`src/rtl/prog_sequencer.sv`:
```
// Program sequencer: launches each program of a packed series on Start release,
// gates instruction fetch, and reports completion, watchdog expiry and RUN cycle count.
module prog_sequencer #(
    parameter int                         NUM_PROGS = 3,
    parameter int                         PC_W      = 10,
    parameter logic [NUM_PROGS*PC_W-1:0]  PROG_BASE = '0,
    parameter int                         CNT_W     = 16,
    parameter logic [CNT_W-1:0]           TIMEOUT   = {CNT_W{1'b1}},
    localparam int                        IDX_W     = (NUM_PROGS > 1) ? $clog2(NUM_PROGS) : 1
) (
    input  logic             Clk,
    input  logic             Reset,
    input  logic             Start,
    input  logic             Halt,
    output logic             PcLoad,
    output logic [PC_W-1:0]  PcLoadAddr,
    output logic             FetchHold,
    output logic             Busy,
    output logic             Done,
    output logic             AllDone,
    output logic             TimedOut,
    output logic [IDX_W-1:0] ProgIdx,
    output logic [CNT_W-1:0] CycleCnt
);

    typedef enum logic [1:0] {
        IDLE   = 2'd0,
        ARMED  = 2'd1,
        RUN    = 2'd2,
        HALTED = 2'd3
    } state_t;

    localparam logic [IDX_W-1:0] LAST_IDX   = IDX_W'(NUM_PROGS - 1);
    localparam logic [CNT_W-1:0] TIMEOUT_M1 = TIMEOUT - CNT_W'(1);
    localparam logic [CNT_W-1:0] CNT_MAX    = {CNT_W{1'b1}};

    function automatic logic [PC_W-1:0] base_addr(input logic [IDX_W-1:0] idx);
        logic [PC_W-1:0] addr;
        addr = PROG_BASE[PC_W-1:0];
        for (int i = 0; i < NUM_PROGS; i++) begin
            if (idx == IDX_W'(i)) begin
                addr = PROG_BASE[i*PC_W +: PC_W];
            end else begin
                addr = addr;
            end
        end
        return addr;
    endfunction

    function automatic logic [IDX_W-1:0] next_idx(input logic [IDX_W-1:0] idx);
        return (idx == LAST_IDX) ? {IDX_W{1'b0}} : idx + IDX_W'(1);
    endfunction

    state_t           state_q, state_d;
    logic [IDX_W-1:0] prog_idx_q, prog_idx_d;
    logic [CNT_W-1:0] cycle_cnt_q, cycle_cnt_d;
    logic             timed_out_q, timed_out_d;
    logic             pc_load_q, pc_load_d;
    logic [PC_W-1:0]  pc_addr_q, pc_addr_d;
    logic             fetch_hold_q, fetch_hold_d;
    logic             busy_q, busy_d;
    logic             done_q, done_d;
    logic             all_done_q, all_done_d;

    // Next-state and next-output computation; outputs are decoded from the next state
    // so every port comes straight from a flop.
    always_comb begin
        state_d     = state_q;
        prog_idx_d  = prog_idx_q;
        cycle_cnt_d = cycle_cnt_q;
        timed_out_d = timed_out_q;
        case (state_q)
            IDLE: begin
                if (Start) state_d = ARMED;
                else       state_d = IDLE;
            end
            ARMED: begin
                if (!Start) state_d = RUN;
                else        state_d = ARMED;
            end
            RUN: begin
                cycle_cnt_d = (cycle_cnt_q == CNT_MAX) ? CNT_MAX : cycle_cnt_q + CNT_W'(1);
                // Restart wins over both halt and watchdog in the same cycle.
                if (Start) begin
                    state_d = ARMED;
                end else if (Halt) begin
                    state_d = HALTED;
                end else if (cycle_cnt_q == TIMEOUT_M1) begin
                    state_d     = HALTED;
                    timed_out_d = 1'b1;
                end else begin
                    state_d = RUN;
                end
            end
            HALTED: begin
                if (Start) begin
                    state_d    = ARMED;
                    prog_idx_d = next_idx(prog_idx_q);
                end else begin
                    state_d = HALTED;
                end
            end
            default: begin
                state_d = IDLE;
            end
        endcase

        if (state_d == ARMED) begin
            cycle_cnt_d = {CNT_W{1'b0}};
            timed_out_d = 1'b0;
        end else begin
            cycle_cnt_d = cycle_cnt_d;
            timed_out_d = timed_out_d;
        end

        pc_load_d    = (state_d == ARMED);
        pc_addr_d    = base_addr(prog_idx_d);
        fetch_hold_d = (state_d != RUN);
        busy_d       = (state_d == RUN);
        done_d       = (state_d == HALTED);
        all_done_d   = (state_d == HALTED) && (prog_idx_d == LAST_IDX);
    end

    // State and registered-output flops.
    always_ff @(posedge Clk or posedge Reset) begin
        if (Reset) begin
            state_q      <= IDLE;
            prog_idx_q   <= {IDX_W{1'b0}};
            cycle_cnt_q  <= {CNT_W{1'b0}};
            timed_out_q  <= 1'b0;
            pc_load_q    <= 1'b0;
            pc_addr_q    <= PROG_BASE[PC_W-1:0];
            fetch_hold_q <= 1'b1;
            busy_q       <= 1'b0;
            done_q       <= 1'b0;
            all_done_q   <= 1'b0;
        end else begin
            state_q      <= state_d;
            prog_idx_q   <= prog_idx_d;
            cycle_cnt_q  <= cycle_cnt_d;
            timed_out_q  <= timed_out_d;
            pc_load_q    <= pc_load_d;
            pc_addr_q    <= pc_addr_d;
            fetch_hold_q <= fetch_hold_d;
            busy_q       <= busy_d;
            done_q       <= done_d;
            all_done_q   <= all_done_d;
        end
    end

    assign PcLoad     = pc_load_q;
    assign PcLoadAddr = pc_addr_q;
    assign FetchHold  = fetch_hold_q;
    assign Busy       = busy_q;
    assign Done       = done_q;
    assign AllDone    = all_done_q;
    assign TimedOut   = timed_out_q;
    assign ProgIdx    = prog_idx_q;
    assign CycleCnt   = cycle_cnt_q;

endmodule

```
`config.mk`:
```
export PLATFORM = sky130hd
export DESIGN_NAME = prog_sequencer
export DESIGN_NICKNAME = d
export VERILOG_FILES = /design/src/rtl/prog_sequencer.sv
export SDC_FILE = /design/constraint.sdc
export NUM_CORES = 1
export LEC_CHECK = 0
export ABC_CLOCK_PERIOD_IN_PS = 2100
export CELL_PAD_IN_SITES_DETAIL_PLACEMENT = 0
export CELL_PAD_IN_SITES_GLOBAL_PLACEMENT = 1
export CORE_ASPECT_RATIO = 1.5
export CORE_MARGIN = 4
export CORE_UTILIZATION = 35
export DETAILED_ROUTE_END_ITERATION = 16
export PLACE_DENSITY_LB_ADDON = 0.1
export SLEW_MARGIN = 15
export SYNTH_ARGS = -nofsm -noshare
export SYNTH_HDL_FRONTEND = slang
export SYNTH_SLANG_ARGS = --single-unit
```
`constraint.sdc`:
```
create_clock -name Clk -period 2.1 [get_ports Clk]
set_input_delay 0.525 -clock Clk [delete_from_list [all_inputs] [get_ports Clk]]
set_output_delay 0.525 -clock Clk [all_outputs]
set_load 0.01 [all_outputs]
```
==> flow_summary.html, run 1 <==
<table>
<tr><th>Metric</th><th>Value</th></tr>
<tr><th colspan="2">Outcome</th></tr>
<tr><td>Result of the run</td><td>completed</td></tr>
<tr><th colspan="2">Setup path</th></tr>
<tr><td>Required time at the worst-slack endpoint</td><td>2.30 ns</td></tr>
<tr><td>CP Launch Point</td><td>CycleCnt[0]</td></tr>
<tr><td>Worst setup endpoint</td><td>CycleCnt[11]</td></tr>
<tr><td>Worst endpoint data arrival time</td><td>2.09 ns</td></tr>
<tr><td>Sort of element at the end of the critical path</td><td>register</td></tr>
<tr><td>Reg2Reg Capture Point</td><td>CycleCnt[11]</td></tr>
<tr><td>Worst reg2reg setup slack</td><td>0.21 ns</td></tr>
<tr><td>Launching point of the worst reg2reg path</td><td>CycleCnt[0]</td></tr>
<tr><td>Worst setup path class</td><td>reg2reg</td></tr>
<tr><td>Critical Path Fanout Max</td><td>8</td></tr>
<tr><td>Count of cells along the worst register-to-register path</td><td>5</td></tr>
<tr><td>Setup crit start kind</td><td>register</td></tr>
<tr><th colspan="2">Cells and area</th></tr>
<tr><td>P&amp;R area growth vs syn</td><td>32.6%</td></tr>
<tr><td>Area taken by multi-input logic gates</td><td>629 sq um</td></tr>
<tr><td>Count of fill cells added during filler insertion</td><td>375</td></tr>
<tr><td>Share of layout cells above drive strength 1</td><td>0.155</td></tr>
<tr><td>Area occupied by registers</td><td>652 sq um</td></tr>
<tr><td>Number of nets in the finished design</td><td>188</td></tr>
<tr><td>Antenna diodes</td><td>0</td></tr>
<tr><th colspan="2">Run</th></tr>
<tr><td>Max-cap violations</td><td>0</td></tr>
<tr><th colspan="2">Detailed routing</th></tr>
<tr><td>Detailed Route Iter0 Violations</td><td>27</td></tr>
<tr><td>DRC violation count after routing</td><td>0</td></tr>
<tr><td>Total number of vias</td><td>1173</td></tr>
<tr><td>Router iterations before antenna repair</td><td>4</td></tr>
<tr><td>Post-detailed-route wirelength per cell</td><td>15.0 microns</td></tr>
<tr><td>Detail-routed via count per cell</td><td>5.24</td></tr>
<tr><td>DRT Wirelength</td><td>3.36 mm</td></tr>
<tr><td>Remaining antenna violation count after routing</td><td>0</td></tr>
<tr><th colspan="2">Global routing</th></tr>
<tr><td>Leftover overflow at the end of global routing</td><td>0</td></tr>
<tr><td>Global Route met2 Usage</td><td>0.266</td></tr>
<tr><td>Global Route met1 Usage</td><td>0.178</td></tr>
<tr><td>Largest net degree at the start of global routing</td><td>27</td></tr>
<tr><td>Antenna violations before repair</td><td>0</td></tr>
<tr><td>Busiest layer in global routing</td><td>met2</td></tr>
<tr><td>First-pass GRT wire length</td><td>5.84 mm</td></tr>
<tr><td>Number of global-route vias before repair</td><td>1203</td></tr>
<tr><td>Total Routing Usage GR</td><td>0.152</td></tr>
<tr><td>GR Layer Usage met3</td><td>0.0277</td></tr>
<tr><th colspan="2">STA</th></tr>
<tr><td>Shortest clock period the worst path allows after layout</td><td>1.89 ns</td></tr>
<tr><td>Worst-case hold slack</td><td>0.500 ns</td></tr>
<tr><td>Ratio of final minimum period to clock period</td><td>0.901</td></tr>
<tr><td>Setup Total Neg Slack</td><td>0 ns</td></tr>
<tr><td>RSZ-0062 raised after global routing</td><td>false</td></tr>
<tr><td>Number of endpoints with negative hold slack in the final report</td><td>0</td></tr>
<tr><td>Number of pins with negative max-slew slack in the final report</td><td>0</td></tr>
<tr><td>Worst clock skew on the final layout</td><td>0.00378 ns</td></tr>
<tr><td>Final setup fails</td><td>0</td></tr>
<tr><td>Worst slew slack as a fraction of its limit</td><td>0.668</td></tr>
<tr><td>Transition at the pin with the smallest max-transition slack</td><td>0.497 ns</td></tr>
<tr><td>Maximum frequency from static timing analysis</td><td>0.529 GHz</td></tr>
<tr><th colspan="2">Clock network</th></tr>
<tr><td>Number of buffers created by CTS</td><td>3</td></tr>
<tr><td>CTS clock-pin slew for the worst setup and hold paths</td><td>0.09 ns</td></tr>
<tr><td>Clock sink count</td><td>26</td></tr>
<tr><td>Buffer cell driving the clock tree root</td><td>clkbuf_8</td></tr>
<tr><td>Clock Latency Late Sink</td><td>0.27 ns</td></tr>
<tr><td>Max Root-Sink Buffers</td><td>2</td></tr>
<tr><td>H-tree depth</td><td>1</td></tr>
<tr><td># Post-CTS Setup Buffers</td><td>0</td></tr>
<tr><td>CTS tree</td><td>yes</td></tr>
<tr><th colspan="2">Synthesis</th></tr>
<tr><td>Syn. warnings</td><td>0</td></tr>
<tr><td>Post-synth cell types</td><td>38</td></tr>
<tr><td>Leading area contributor after synthesis</td><td>dfrtp_1</td></tr>
<tr><td>Post-synth ARST share</td><td>1.00</td></tr>
<tr><td>Avg Inst Size Synth</td><td>9.67 sq um</td></tr>
<tr><td>Cells taking the most area after synthesis</td><td>dfrtp_1 (46%), buf_4 (5.5%), nor2_1 (5.5%)</td></tr>
<tr><td>Area of the mapped netlist</td><td>1350 sq um</td></tr>
<tr><td>Yosys top cell area share</td><td>0.462</td></tr>
<tr><td>Primary FF master, synth</td><td>dfrtp_1</td></tr>
<tr><td>Share of synthesized area occupied by flip-flops and latches</td><td>0.482</td></tr>
<tr><td>Number of synthesized flops with an enable pin</td><td>0</td></tr>
<tr><td>FF+latch count, synth</td><td>26</td></tr>
<tr><td>Mapped Cells</td><td>140</td></tr>
<tr><th colspan="2">Hold path</th></tr>
<tr><td>Path category of the worst min-delay check</td><td>reg2reg</td></tr>
<tr><th colspan="2">Die</th></tr>
<tr><td>Std-Cell Rows</td><td>27</td></tr>
<tr><td>Count of pins on the block boundary</td><td>38</td></tr>
<tr><td>Die Footprint</td><td>4950 sq um</td></tr>
<tr><td>Effective utilization at floorplan</td><td>0.364</td></tr>
<tr><td>Chip Width</td><td>58.8 microns</td></tr>
<tr><td>Die boundary height</td><td>84.2 microns</td></tr>
<tr><td>Core Region</td><td>3720 sq um</td></tr>
<tr><th colspan="2">Power</th></tr>
<tr><td>Worst voltage drop across the vdd grid</td><td>381 uV</td></tr>
<tr><td>PnR Total Power</td><td>0.00105 W</td></tr>
<tr><td>Leakage power</td><td>0.760 nW</td></tr>
<tr><td>Ratio of total power to cell area</td><td>587 nW/um^2</td></tr>
<tr><th colspan="2">Placed design</th></tr>
<tr><td>Weighted congestion reported at the end of routability-driven placement</td><td>0.762</td></tr>
<tr><td>Count of input and output buffers</td><td>27</td></tr>
<tr><td>Detailed Place HPWL</td><td>2.58 mm</td></tr>
</table>
[power breakdown]
| part | internal, W | switching [W] |
|---|---|---|
| registers | 0.000532 | 0.0000314 |
| clock network | 0.000168 | 0.000157 |
| logic | 0.0000871 | 0.0000798 |
[final cells by class]
type / instances / share of cell area
Timing Repair Buffer: 43 / 0.217
Sequential cell: 26 / 0.363
Clock buffer: 4 / 0.0307
Multi-Input combinational cell: 104 / 0.351
Inverter: 4 / 0.00836
Tap cell: 43 / 0.0300
[state kept, by name, indices dropped and copies added (netlist names)]
register,cells
CycleCnt,16
ProgIdx,2
state_q,2
AllDone,1
Busy,1
Done,1
FetchHold,1
PcLoad,1
TimedOut,1
[layout by cell type, fill, tap and decap left out, drive strengths merged, types with 2 or more instances in the layout]
cell            n
nor4b           2
clkdlybuf4s50  27
nor4            6
ha              2
dfrtp          25
a21oi           7
o21bai          2
conb           10
nand4           5
nand3           3
a311oi          2
a31oi           3
and3            2
buf            16
clkbuf          4
nor3           10
and4            2
nand2b          5
a21o            2
a211oi          3
inv             4
a41oi           2
nor2           20
o21ai           2
nand2           5
[critical path, cell delays in order (launching register included)]
cell     delay [ns]
dfrtp_1        0.42
ha_1           0.22
nand3_1        0.21
or4_4          0.61
and4_1         0.23
nor3_2         0.14
[worst min-delay path by stage]
stage | from | end | slack (ns) | cells past startpoint
6_report | TimedOut | TimedOut | 0.50 | 2
2_1_floorplan | TimedOut | TimedOut | 0.53 | 2
5_1_grt | ProgIdx[0] | AllDone | 0.55 | 1
3_5_place_dp | TimedOut | TimedOut | 0.49 | 2
4_1_cts | TimedOut | TimedOut | 0.51 | 2
3_3_place_gp | TimedOut | TimedOut | 0.49 | 2
[layer usage]
layer / up-vias / part of all wire
met2: 24 / 0.55
met1: 569 / 0.40
met3: 4 / 0.040
met5: - / 0
met4: 0 / 0.012
li1: 576 / -
[metrics by stage]
stage          cells  cell area, sq um  setup slack [ns]   util
2_1_floorplan    149              1390             0.262      -
3_3_place_gp     220              1740             0.159  0.467
3_5_place_dp     220              1740            0.0875  0.467
4_1_cts          224              1790            0.0719  0.482
5_1_grt          224              1800            0.0677  0.483
6_report         224              1800             0.209  0.483
[kinds of logic after synthesis]
family	synth area share
AO/OA/AOI/OAI	0.136
adder cells (fa/ha/maj)	0.0185
buffers and inverters	0.0813
flip-flops	0.482
multiplexers	0.00739
other	0.00277
AND/OR/NAND/NOR	0.273
[cells in the mapped netlist (2+ instances only)]
cell type and count:
dfrtp_1 25, nor2_1 20, buf_4 10, a21oi_1 7, nor3_1 7, nor4_1 6
nand2_1 5, nand2b_1 5, clkbuf_1 4, inv_1 4, a211oi_1 3, a31oi_1 3
nand3_1 3, nand4_1 3, nor3_2 3, a21o_1 2, a311oi_1 2, a41oi_1 2
and3_1 2, and4_1 2, ha_1 2, nand4_2 2, o21ai_0 2, o21bai_1 2
[what timing repair did]
action | CTS | global route
setup endpoints to repair | 0 | 2
resized for setup | 0 | 1
hold buffers | 0 | 0
No activity file was read; power rests on OpenSTA's default activity.
==> run 2: changes to the inputs <==
--- a/config.mk
+++ b/config.mk
@@ -5,7 +5,6 @@
 export SDC_FILE = /design/constraint.sdc
 export NUM_CORES = 1
 export LEC_CHECK = 0
-export ABC_CLOCK_PERIOD_IN_PS = 2100
 export CELL_PAD_IN_SITES_DETAIL_PLACEMENT = 0
 export CELL_PAD_IN_SITES_GLOBAL_PLACEMENT = 1
 export CORE_ASPECT_RATIO = 1.5
==> results of run 2 <==
The final DEF is identical to that of run 1; final timing and power are the same.
